--- src/rtl/cpu_params_pkg.sv ---
// cpu_params_pkg: shared CSR addresses, HPM event selector sizing and event-register layout
package cpu_params_pkg;
   localparam logic [11:0] CSR_MCOUNTINHIBIT = 12'h320;
   localparam logic [11:0] CSR_MHPMEVENT3    = 12'h323;
   localparam logic [11:0] CSR_MHPMCOUNTER3  = 12'hB03;
   localparam logic [11:0] CSR_MHPMCOUNTER3H = 12'hB83;

   function automatic int bit_size(input int v);
      int n = 1;
      for (int i = 1; i < 32; i++) if ((v >> i) != 0) n = i + 1;
      return n;
   endfunction

   // The selector field is sized for the default event count; banks built
   // with more events than 2**EV_SEL_SZ need this constant raised.
   localparam int HPM_NUM_EVENTS = 24;
   localparam int EV_SEL_SZ      = bit_size(HPM_NUM_EVENTS - 1);

   typedef struct packed {
      logic                 of;
      logic [EV_SEL_SZ-1:0] sel;
   } hpm_event_t;
endpackage

--- src/rtl/hpm_counter.sv ---
// hpm_counter: one HPM slice - counter, event selector, sticky overflow flag
//   i_clk, i_rst_n  clock, async active-low reset
//   i_events        per-cycle event pulses, selected by SEL
//   i_inhibit       this counter's mcountinhibit bit
//   i_wr_ev/lo/hi   CSR write strobes for mhpmevent / counter lo / counter hi
//   i_wdata         CSR write data
//   o_cnt           counter zero-extended to 64 bits
//   o_ev            stored {OF, SEL}
module hpm_counter
   import cpu_params_pkg::*;
#(
   parameter int CNT_SZ     = 64,
   parameter int NUM_EVENTS = HPM_NUM_EVENTS
) (
   input  logic                  i_clk,
   input  logic                  i_rst_n,
   input  logic [NUM_EVENTS-1:0] i_events,
   input  logic                  i_inhibit,
   input  logic                  i_wr_ev,
   input  logic                  i_wr_lo,
   input  logic                  i_wr_hi,
   input  logic [31:0]           i_wdata,
   output logic [63:0]           o_cnt,
   output hpm_event_t            o_ev
);
   logic [CNT_SZ-1:0]    r_cnt;
   hpm_event_t           r_ev;
   logic                 w_inc;
   logic                 w_wrap;
   logic [63:0]          w_wr_val;
   logic [EV_SEL_SZ-1:0] w_sel;

   assign o_cnt    = 64'(r_cnt);
   assign o_ev     = r_ev;
   assign w_sel    = i_wdata[EV_SEL_SZ-1:0];
   // a counter write this cycle suppresses the increment
   assign w_inc    = (r_ev.sel != '0) && i_events[r_ev.sel] && !i_inhibit && !i_wr_lo && !i_wr_hi;
   assign w_wrap   = w_inc && (&r_cnt);
   // bits at or above CNT_SZ are dropped by the truncation below
   assign w_wr_val = i_wr_hi ? {i_wdata, o_cnt[31:0]} : {o_cnt[63:32], i_wdata};

   always_ff @(posedge i_clk or negedge i_rst_n) begin
      if (!i_rst_n) begin
         r_cnt <= '0;
         r_ev  <= '0;
      end else begin
         if (i_wr_lo || i_wr_hi) r_cnt <= w_wr_val[CNT_SZ-1:0];
         else if (w_inc) r_cnt <= r_cnt + CNT_SZ'(1);
         if (i_wr_ev) begin
            r_ev.of  <= i_wdata[31];
            r_ev.sel <= (32'(w_sel) < NUM_EVENTS) ? w_sel : '0;
         end else if (w_wrap) r_ev.of <= 1'b1;
      end
   end
endmodule

--- src/rtl/hpm_counter_bank.sv ---
// hpm_counter_bank: mhpmcounter/mhpmevent bank with mcountinhibit, overflow irq and registered CSR reads
//   clk_in, reset_n_in        clock, async active-low reset
//   events_in                 per-cycle event pulses (bit 0 never counts)
//   csr_wr_in/waddr/wdata     CSR write port
//   csr_rd_in/raddr           CSR read request
//   csr_rdata/rd_valid/rd_hit registered read response, one cycle later
//   inhibit_cy_out/ir_out     mcountinhibit bits 0 and 2
//   ovf_irq_out               OR of all overflow flags
module hpm_counter_bank
   import cpu_params_pkg::*;
#(
   parameter int          NUM_CNT       = 4,
   parameter int          NUM_EVENTS    = HPM_NUM_EVENTS,
   parameter int          CNT_SZ        = 64,
   parameter int          INHIBIT_FIXED = 0,
   parameter logic [31:0] INHIBIT_BITS  = 32'h0
) (
   input  logic                  clk_in,
   input  logic                  reset_n_in,
   input  logic [NUM_EVENTS-1:0] events_in,
   input  logic                  csr_wr_in,
   input  logic [11:0]           csr_waddr_in,
   input  logic [31:0]           csr_wdata_in,
   input  logic                  csr_rd_in,
   input  logic [11:0]           csr_raddr_in,
   output logic [31:0]           csr_rdata_out,
   output logic                  csr_rd_valid_out,
   output logic                  csr_rd_hit_out,
   output logic                  inhibit_cy_out,
   output logic                  inhibit_ir_out,
   output logic                  ovf_irq_out
);
   // writable inhibit bits: CY, IR and one per implemented counter
   localparam logic [31:0] INH_MASK = (((32'd1 << NUM_CNT) - 32'd1) << 3) | 32'h5;

   logic [31:0]        r_inhibit;
   logic [31:0]        w_inhibit;
   logic [NUM_CNT-1:0] w_of;
   logic [63:0]        w_cnt [NUM_CNT];
   hpm_event_t         w_ev  [NUM_CNT];
   logic [31:0]        w_rdata;
   logic               w_hit;
   logic [31:0]        r_rdata;
   logic               r_rd_valid;
   logic               r_rd_hit;

   assign w_inhibit        = (INHIBIT_FIXED != 0) ? (INHIBIT_BITS & INH_MASK) : r_inhibit;
   assign inhibit_cy_out   = w_inhibit[0];
   assign inhibit_ir_out   = w_inhibit[2];
   assign ovf_irq_out      = |w_of;
   assign csr_rdata_out    = r_rdata;
   assign csr_rd_valid_out = r_rd_valid;
   assign csr_rd_hit_out   = r_rd_hit;

   for (genvar k = 0; k < NUM_CNT; k++) begin : g_cnt
      hpm_counter #(.CNT_SZ(CNT_SZ), .NUM_EVENTS(NUM_EVENTS)) u_cnt (
         .i_clk    (clk_in),
         .i_rst_n  (reset_n_in),
         .i_events (events_in),
         .i_inhibit(w_inhibit[3+k]),
         .i_wr_ev  (csr_wr_in && csr_waddr_in == 12'(CSR_MHPMEVENT3 + k)),
         .i_wr_lo  (csr_wr_in && csr_waddr_in == 12'(CSR_MHPMCOUNTER3 + k)),
         .i_wr_hi  (csr_wr_in && csr_waddr_in == 12'(CSR_MHPMCOUNTER3H + k)),
         .i_wdata  (csr_wdata_in),
         .o_cnt    (w_cnt[k]),
         .o_ev     (w_ev[k])
      );
      assign w_of[k] = w_ev[k].of;
   end

   always_comb begin
      w_rdata = '0;
      w_hit   = 1'b0;
      if (csr_raddr_in == CSR_MCOUNTINHIBIT) begin
         w_hit   = 1'b1;
         w_rdata = w_inhibit;
      end
      for (int i = 0; i < NUM_CNT; i++) begin
         if (csr_raddr_in == 12'(CSR_MHPMEVENT3 + i)) begin
            w_hit   = 1'b1;
            w_rdata = {w_ev[i].of, 31'(w_ev[i].sel)};
         end
         if (csr_raddr_in == 12'(CSR_MHPMCOUNTER3 + i)) begin
            w_hit   = 1'b1;
            w_rdata = w_cnt[i][31:0];
         end
         if (csr_raddr_in == 12'(CSR_MHPMCOUNTER3H + i)) begin
            w_hit   = 1'b1;
            w_rdata = w_cnt[i][63:32];
         end
      end
   end

   always_ff @(posedge clk_in or negedge reset_n_in) begin
      if (!reset_n_in) r_inhibit <= '0;
      else if (INHIBIT_FIXED == 0 && csr_wr_in && csr_waddr_in == CSR_MCOUNTINHIBIT) r_inhibit <= csr_wdata_in & INH_MASK;
   end

   always_ff @(posedge clk_in or negedge reset_n_in) begin
      if (!reset_n_in) begin
         r_rdata    <= '0;
         r_rd_valid <= 1'b0;
         r_rd_hit   <= 1'b0;
      end else begin
         r_rd_valid <= csr_rd_in;
         if (csr_rd_in) begin
            r_rdata  <= w_rdata;
            r_rd_hit <= w_hit;
         end
      end
   end
endmodule
--- config.mk ---
export PLATFORM = sky130hd
export DESIGN_NAME = hpm_counter_bank
export DESIGN_NICKNAME = d
export VERILOG_FILES = /design/src/rtl/cpu_params_pkg.sv /design/src/rtl/hpm_counter.sv /design/src/rtl/hpm_counter_bank.sv
export SDC_FILE = /design/constraint.sdc
export NUM_CORES = 1
export LEC_CHECK = 0
export CAP_MARGIN = 20
export CORE_ASPECT_RATIO = 2
export CORE_MARGIN = 2
export CORE_UTILIZATION = 40
export DETAILED_ROUTE_END_ITERATION = 10
export PLACE_DENSITY = 0.66
export SETUP_SLACK_MARGIN = 0.02
export SLEW_MARGIN = 20
export SYNTH_ARGS = -nofsm -noshare
export SYNTH_HDL_FRONTEND = slang
export SYNTH_SLANG_ARGS = --single-unit
--- constraint.sdc ---
create_clock -name clk_in -period 2.8 [get_ports clk_in]
set_input_delay 0.56 -clock clk_in [delete_from_list [all_inputs] [get_ports clk_in]]
set_output_delay 0.56 -clock clk_in [all_outputs]
set_load 0.03 [all_outputs]
==> impl_metrics.tcl, run 1 <==
set metrics [dict create \
    status "finished, violations left" \
    violations "negative setup slack" \
    routabilityCongestion 1.07 \
    dp_hpwl_mm 85.6 \
    dr.pass1.iters 6 \
    synth_nets 2653 \
    fp.dieW_um 167 \
    synth.yosys.seq_area_share 0.378 \
    period_needed_ns 2.80 \
    syn_to_final_growth_pct 34.8 \
    yosysWarningCount 0 \
    synth_top_family_by_area "simple AND/OR/NAND/NOR gates" \
    drc 0 \
    ys_top_cells_by_area "dfrtp_1, nand2_1, o21ai_0, nand3_1, nor2_1" \
    fmax_ghz 0.357 \
    grt_pass1_vias 25100 \
    drt_iter0_drc 2569 \
    worstPathRequired_ns 3.30 \
    synth_edf_count 0 \
    tightest_slew_ns 0.989 \
    setup_violations 1 \
    final_antenna_net_count 0 \
    power_density_mw_per_mm2 379 \
    synth_xor_area_frac 0.0389 \
    slowest_stage "clkdlybuf4s50_1" \
    start_util 0.403 \
    yosys.area.top_type_share 0.378 \
    finalMaxSlewViolations 0 \
    path_class "in2reg" \
    synth_top_area_cell "dfrtp_1" \
    dpl-instance-area_mm2 0.0269 \
    synthSimpleGateAreaFrac 0.275 \
    max-clock-path-buffers 3 \
    fin_crit_sh 1.00 \
    fin_hold_ws_ns 0.304 \
    max_cap_violations 0 \
    arrival_ns 3.30 \
    synth_cell_types 86 \
    via_count 24800 \
    crit_fanout 12 \
    postSynthAreaPerCell_um2 8.26 \
    nets 3156 \
    die_area_mm2 0.0549 \
    cpPeakStageDelay_ns 0.54 \
    die_y_um 329 \
    synthCells 2565 \
    power_mw 10.8 \
    crit_top_cell "buf_4" \
    hold_path_class "in2reg" \
    grt_start_max_net_pins 65 \
    yosysMostFrequentCell "nand2_1" \
    yosys-mux-area-fraction 0.0412 \
    yosys-top-cells-count "nand2_1, dfrtp_1, nor2_1, o21ai_0, nand3_1" \
    grtUsageTotal 0.396 \
    worstSetupStartpointType "input pin" \
    hold_viol 0 \
    routed_wl_mm 111 \
    synth-seq-cells 320 \
    cts-buffers-inserted 34 \
    fin_ws_ns -0.000794 \
    cts_tree "yes" \
    ir_drop_mv 0.589 \
    synth-async-reset-ratio 1.00 \
    crit_family "buffers and inverters" \
    slew_headroom 0.339 \
    coreArea_mm2 0.0526 \
    antenna_found_initial 3 \
    dominantRegCellSynth "dfrtp_1" \
    cp_cell_sequence "clkdlybuf4s50_1, buf_4, nor4b_4, nand2_1, nor2_2, buf_12, a221oi_1, buf_4, a31oi_1, mux2_2" \
    clk-insertion-delay-late_ns 0.57 \
    cts_sinks 320 \
    io_pins 121 \
    cts-root-buf "clkbuf_16" \
    leakage_nw 11.8 \
    critPathBufInv 4 \
    design_area_mm2 0.0286 \
    syn_area_mm2 0.0212 \
    htreeDepth 2 \
    routed_via_density 6.60 \
    synth_compound_gate_area_share 0.219 \
    grt_overflow_total 0 \
    portBuffers 119 \
    cp-end-kind "register" \
    wl_per_cell_um 29.5 \
    rsz0062_at_grt "true" \
    rows 119 \
    layout-drive-gt1-share 0.234 \
    grt_pass1_wl_mm 161 \
    clk_pin_slew_ns 0.06 \
    clock_skew_ns 0.0168 \
    synthAdderAreaFrac 0.00236 \
]
-- registers in the layout, indices dropped and copies added (netlist names) --
name	flops
csr_rd_hit_out	1
csr_rd_valid_out	1
csr_rdata_out	32
g_cnt.u_cnt.o_cnt	256
g_cnt.u_cnt.o_ev	24
r_inhibit	6
-- logic make-up after synthesis --
| logic type | count (synthesis) |
|---|---|
| buf+inv | 237 |
| fa+ha+maj | 4 |
| compound gates | 679 |
| simple gates | 1166 |
| mux | 65 |
| xor+xnor | 94 |
| flops | 320 |
-- routing by layer --
layer | track usage | routed length [µm] | vias to the layer above
met4 | 0.401 | 13800 | 2
met2 | 0.689 | 54200 | 1472
met3 | 0.0698 | 7690 | 620
met5 | 0 | 11 | -
li1 | - | - | 10700
met1 | 0.388 | 35100 | 12100
-- layout by cell type, fill, tap and decap left out, types with 58 or more instances in the layout --
master / count
nor3_1: 66
nand3_1: 165
nor2_1: 181
clkdlybuf4s50_1: 115
o211ai_1: 58
dfrtp_1: 316
a21oi_1: 95
o21ai_0: 172
nand2_1: 380
buf_4: 480
nand4_1: 91
and3_1: 59
-- cell type report --
cell class	instances	area (µm²)
Antenna cell	2	5.00
Clock inverter	10	134
Clock buffer	52	1070
Inverter	49	184
Sequential cell	320	8010
Multi-Input combinational cell	2008	12500
Tap cell	665	832
Fill cell	4904	24000
Timing Repair Buffer	655	5840
-- power breakdown --
| group | switching, mW | total [mW] | internal, mW |
|---|---|---|---|
| sequential | 0.101 | 4.79 | 4.69 |
| combinational | 0.600 | 0.969 | 0.368 |
| clock | 2.14 | 5.07 | 2.93 |
-- worst paths after layout --
kind                                         from                       end  slack [ns]  cells after the start
setup / recovery                  csr_raddr_in[3]         csr_rdata_out[26]     -0.0008                     10
hold / removal                          csr_rd_in          csr_rd_valid_out        0.30                      1
setup reg to reg           g_cnt[0].u_cnt.o_ev[0]  g_cnt[0].u_cnt.o_cnt[11]        0.01                      9
hold reg to reg                 csr_rdata_out[21]         csr_rdata_out[21]        0.50                      1
max in group asynchronous              reset_n_in  g_cnt[0].u_cnt.o_cnt[50]        1.36                      3
min in group asynchronous              reset_n_in   g_cnt[0].u_cnt.o_cnt[2]        0.53                      2
-- metrics by stage --
step                      cells  setup TNS, ns  setup WS (ns)   util
final                      3761      -0.000794      -0.000794  0.543
after global routing       3760         -0.156        -0.0821  0.543
after CTS                  3747              0         0.0253  0.537
after detailed placement   3677        -103.53         -0.964  0.512
after global placement     3677         -95.79         -0.969  0.512
after floorplan            2565              0         0.0802      -
-- what timing repair did --
| action | 4_1_cts | 5_1_grt |
|---|---|---|
| hold buffers | 1 | 0 |
| setup buffers | 7 | 11 |
| setup endpoints to repair | 99 | 135 |
| pin swaps | 5 | 14 |
| gates cloned | 0 | 1 |
| endpoints found under the hold margin | 26 | 0 |
| gates resized for setup | 14 | 67 |
Power figures use the tool's default switching activity.
==> inputs of run 2 (changes only) <==
--- a/config.mk
+++ b/config.mk
@@ -6,13 +6,16 @@
 export NUM_CORES = 1
 export LEC_CHECK = 0
 export CAP_MARGIN = 20
+export CELL_PAD_IN_SITES_DETAIL_PLACEMENT = 1
+export CELL_PAD_IN_SITES_GLOBAL_PLACEMENT = 2
 export CORE_ASPECT_RATIO = 2
 export CORE_MARGIN = 2
-export CORE_UTILIZATION = 40
+export CORE_UTILIZATION = 34
 export DETAILED_ROUTE_END_ITERATION = 10
-export PLACE_DENSITY = 0.66
+export PLACE_DENSITY = 0.85
 export SETUP_SLACK_MARGIN = 0.02
 export SLEW_MARGIN = 20
 export SYNTH_ARGS = -nofsm -noshare
 export SYNTH_HDL_FRONTEND = slang
 export SYNTH_SLANG_ARGS = --single-unit
+export TNS_END_PERCENT = 20
==> run 2 against run 1 <==
Against the previous run:
- the flow now finishes without violations
- wire length grew 6.6%
- clock power grew 2%
- critical path depth shrank 2
- die area grew 17%
- sequential power is essentially flat
- combinational power is essentially flat
- count of clock-buffer cells in the layout shrank 2
- clock skew grew 0.020 ns
==> impl_metrics.tcl, run 2 (synthesized netlist as in run 1, its figures left out) <==
set metrics [dict create \
    htreeDepth 2 \
    max-clock-path-buffers 3 \
    coreArea_mm2 0.0618 \
    final_antenna_net_count 0 \
    grt.met2_usage 0.660 \
    cpPeakStageDelay_ns 0.49 \
    period_needed_ns 2.72 \
    arrival_ns 3.19 \
    hold_viol 0 \
    slew_headroom 0.327 \
    design_area_mm2 0.0289 \
    cp-end-kind "register" \
    setup_tns_ns 0 \
    busiest_layer "met2" \
    syn_to_final_growth_pct 36.4 \
    clk_pin_slew_ns 0.07 \
    io_pins 121 \
    cts_tree "yes" \
    power_frac_comb 0.091 \
    p_int_mw 7.99 \
    dp_hpwl_mm 93.6 \
    largest_register_ffs 256 \
    seq_power_share 0.438 \
    nets 3170 \
    status "complete, no violations" \
    die_area_mm2 0.0644 \
    drc 0 \
    antenna_found_initial 2 \
    grtUsageMet3 0.0517 \
    portBuffers 119 \
    clk-insertion-delay-late_ns 0.59 \
    worstPathRequired_ns 3.27 \
    grtUsageTotal 0.362 \
    die_y_um 357 \
    placed_cells 3825 \
    final_common_cell "buf_4" \
    layout.cells.most_common_list "buf_4, nand2_1, dfrtp_1, nor2_1, o21ai_0" \
    dp_slack_ns -0.830 \
    switching_share 0.270 \
    crit_fanout 6 \
    max_cap_violations 0 \
    use_met1 0.349 \
    dr.pass1.iters 6 \
    grt_start_max_net_pins 63 \
    cts-root-buf "clkbuf_16" \
    finalMaxSlewViolations 0 \
    finalNonFillerCells 3895 \
    rows 129 \
    clkPwrFrac 0.471 \
    power_density_mw_per_mm2 379 \
    grt_pass1_wl_mm 175 \
    nFillCells 7271 \
    dpl-instance-area_mm2 0.0274 \
    hold_path_class "in2reg" \
    setup_violations 0 \
    routed_wl_mm 118 \
    cp_cell_sequence "mux4_2, o22ai_1, o41a_1, buf_6, or3_4, or4_4, xor2_1, o21ai_2" \
    finalCoreUtilization 0.467 \
    slowest_stage "dfrtp_2" \
    wl_per_cell_um 30.3 \
    fin_crit_sh 0.971 \
    fp.dieW_um 180 \
    switchingPower_mw 2.95 \
    grt_pass1_vias 26900 \
    via_count 24900 \
    routabilityCongestion 1.03 \
    fmax_ghz 0.368 \
    worstSetupStartpointType "register" \
    grt_overflow_total 0 \
    path_class "reg2reg" \
    rsz0062_at_grt "true" \
    drt_iter0_drc 1840 \
    cts_sinks 320 \
    clock_skew_ns 0.0371 \
    cts-buffers-inserted 36 \
    routed_via_density 6.40 \
    leakage_nw 11.9 \
    fin_ws_ns 0.0810 \
    layout-drive-gt1-share 0.235 \
    start_util 0.343 \
    ir_drop_mv 0.351 \
    tightest_slew_ns 1.01 \
]
run 2: cell types whose count changed in the layout (fill, tap and decap cells not counted), sizes merged:
cell / previous run / this run
buf: 536 / 549
clkbuf: 53 / 50
clkinv: 5 / 7
clkinvlp: 2 / 1
inv: 49 / 51
run 2: power groups by stage:
stage	Combinational [mW]	Sequential, mW	Clock (mW)
2_1_floorplan	0.282	4.86	0
3_3_place_gp	0.949	4.86	0
3_5_place_dp	0.973	4.87	0
4_1_cts	0.983	4.78	5.21
5_1_grt	1.05	4.79	5.35
6_report	1.00	4.79	5.15
run 2: through the flow:
| step | power, mW | hold WS [ns] |
|---|---|---|
| after detailed placement | 5.84 | 0.499 |
| final | 10.9 | 0.248 |
| after CTS | 11.0 | 0.238 |
| after global placement | 5.81 | 0.487 |
| after floorplan | 5.14 | 0.264 |
| after global routing | 11.2 | 0.256 |
run 2: layout make-up:
cell class | instances | area, µm² | share of cell area
Clock inverter | 13 | 150 | 0.00520
Sequential cell | 320 | 8010 | 0.277
Timing Repair Buffer | 667 | 6040 | 0.209
Clock buffer | 50 | 1050 | 0.0365
Multi-Input combinational cell | 2008 | 12500 | 0.431
Antenna cell | 2 | 5.00 | 0.000173
Tap cell | 786 | 983 | 0.0340
Inverter | 49 | 184 | 0.00637
run 2: routing by layer:
layer  vias up  part of all wire
met5         -                 0
met4         0              0.11
met3       569             0.049
met2      1127              0.51
met1     12500              0.32
li1      10700                 -
run 2: worst paths after layout:
kind | to | startpoint | cells past startpoint | slack [ns]
hold / removal | csr_rd_valid_out | csr_rd_in | 1 | 0.25
setup / recovery | g_cnt[0].u_cnt.o_cnt[50] | g_cnt[0].u_cnt.o_ev[0] | 8 | 0.08
min in group asynchronous | r_inhibit[3] | reset_n_in | 2 | 0.55
hold reg to reg | csr_rdata_out[14] | csr_rdata_out[14] | 1 | 0.51
max in group asynchronous | g_cnt[3].u_cnt.o_cnt[0] | reset_n_in | 3 | 1.37
setup reg to reg | g_cnt[0].u_cnt.o_cnt[50] | g_cnt[0].u_cnt.o_ev[0] | 8 | 0.08
run 2: critical path: cells and delay by family (launching register included):
family / cells / cell delay, ns
AO/OA/AOI/OAI: 3 / 0.60
flip-flops: 1 / 0.49
XOR/XNOR: 1 / 0.20
buffers and inverters: 1 / 0.15
multiplexers: 1 / 0.35
AND/OR/NAND/NOR: 2 / 0.84
run 2: what timing repair did:
action	in CTS	in global routing
endpoints found under the hold margin	16	0
hold buffers	1	0
setup endpoints to repair	56	118
setup buffers	1	3
cloned	0	0
gates resized for setup	19	34
pin swaps	6	13
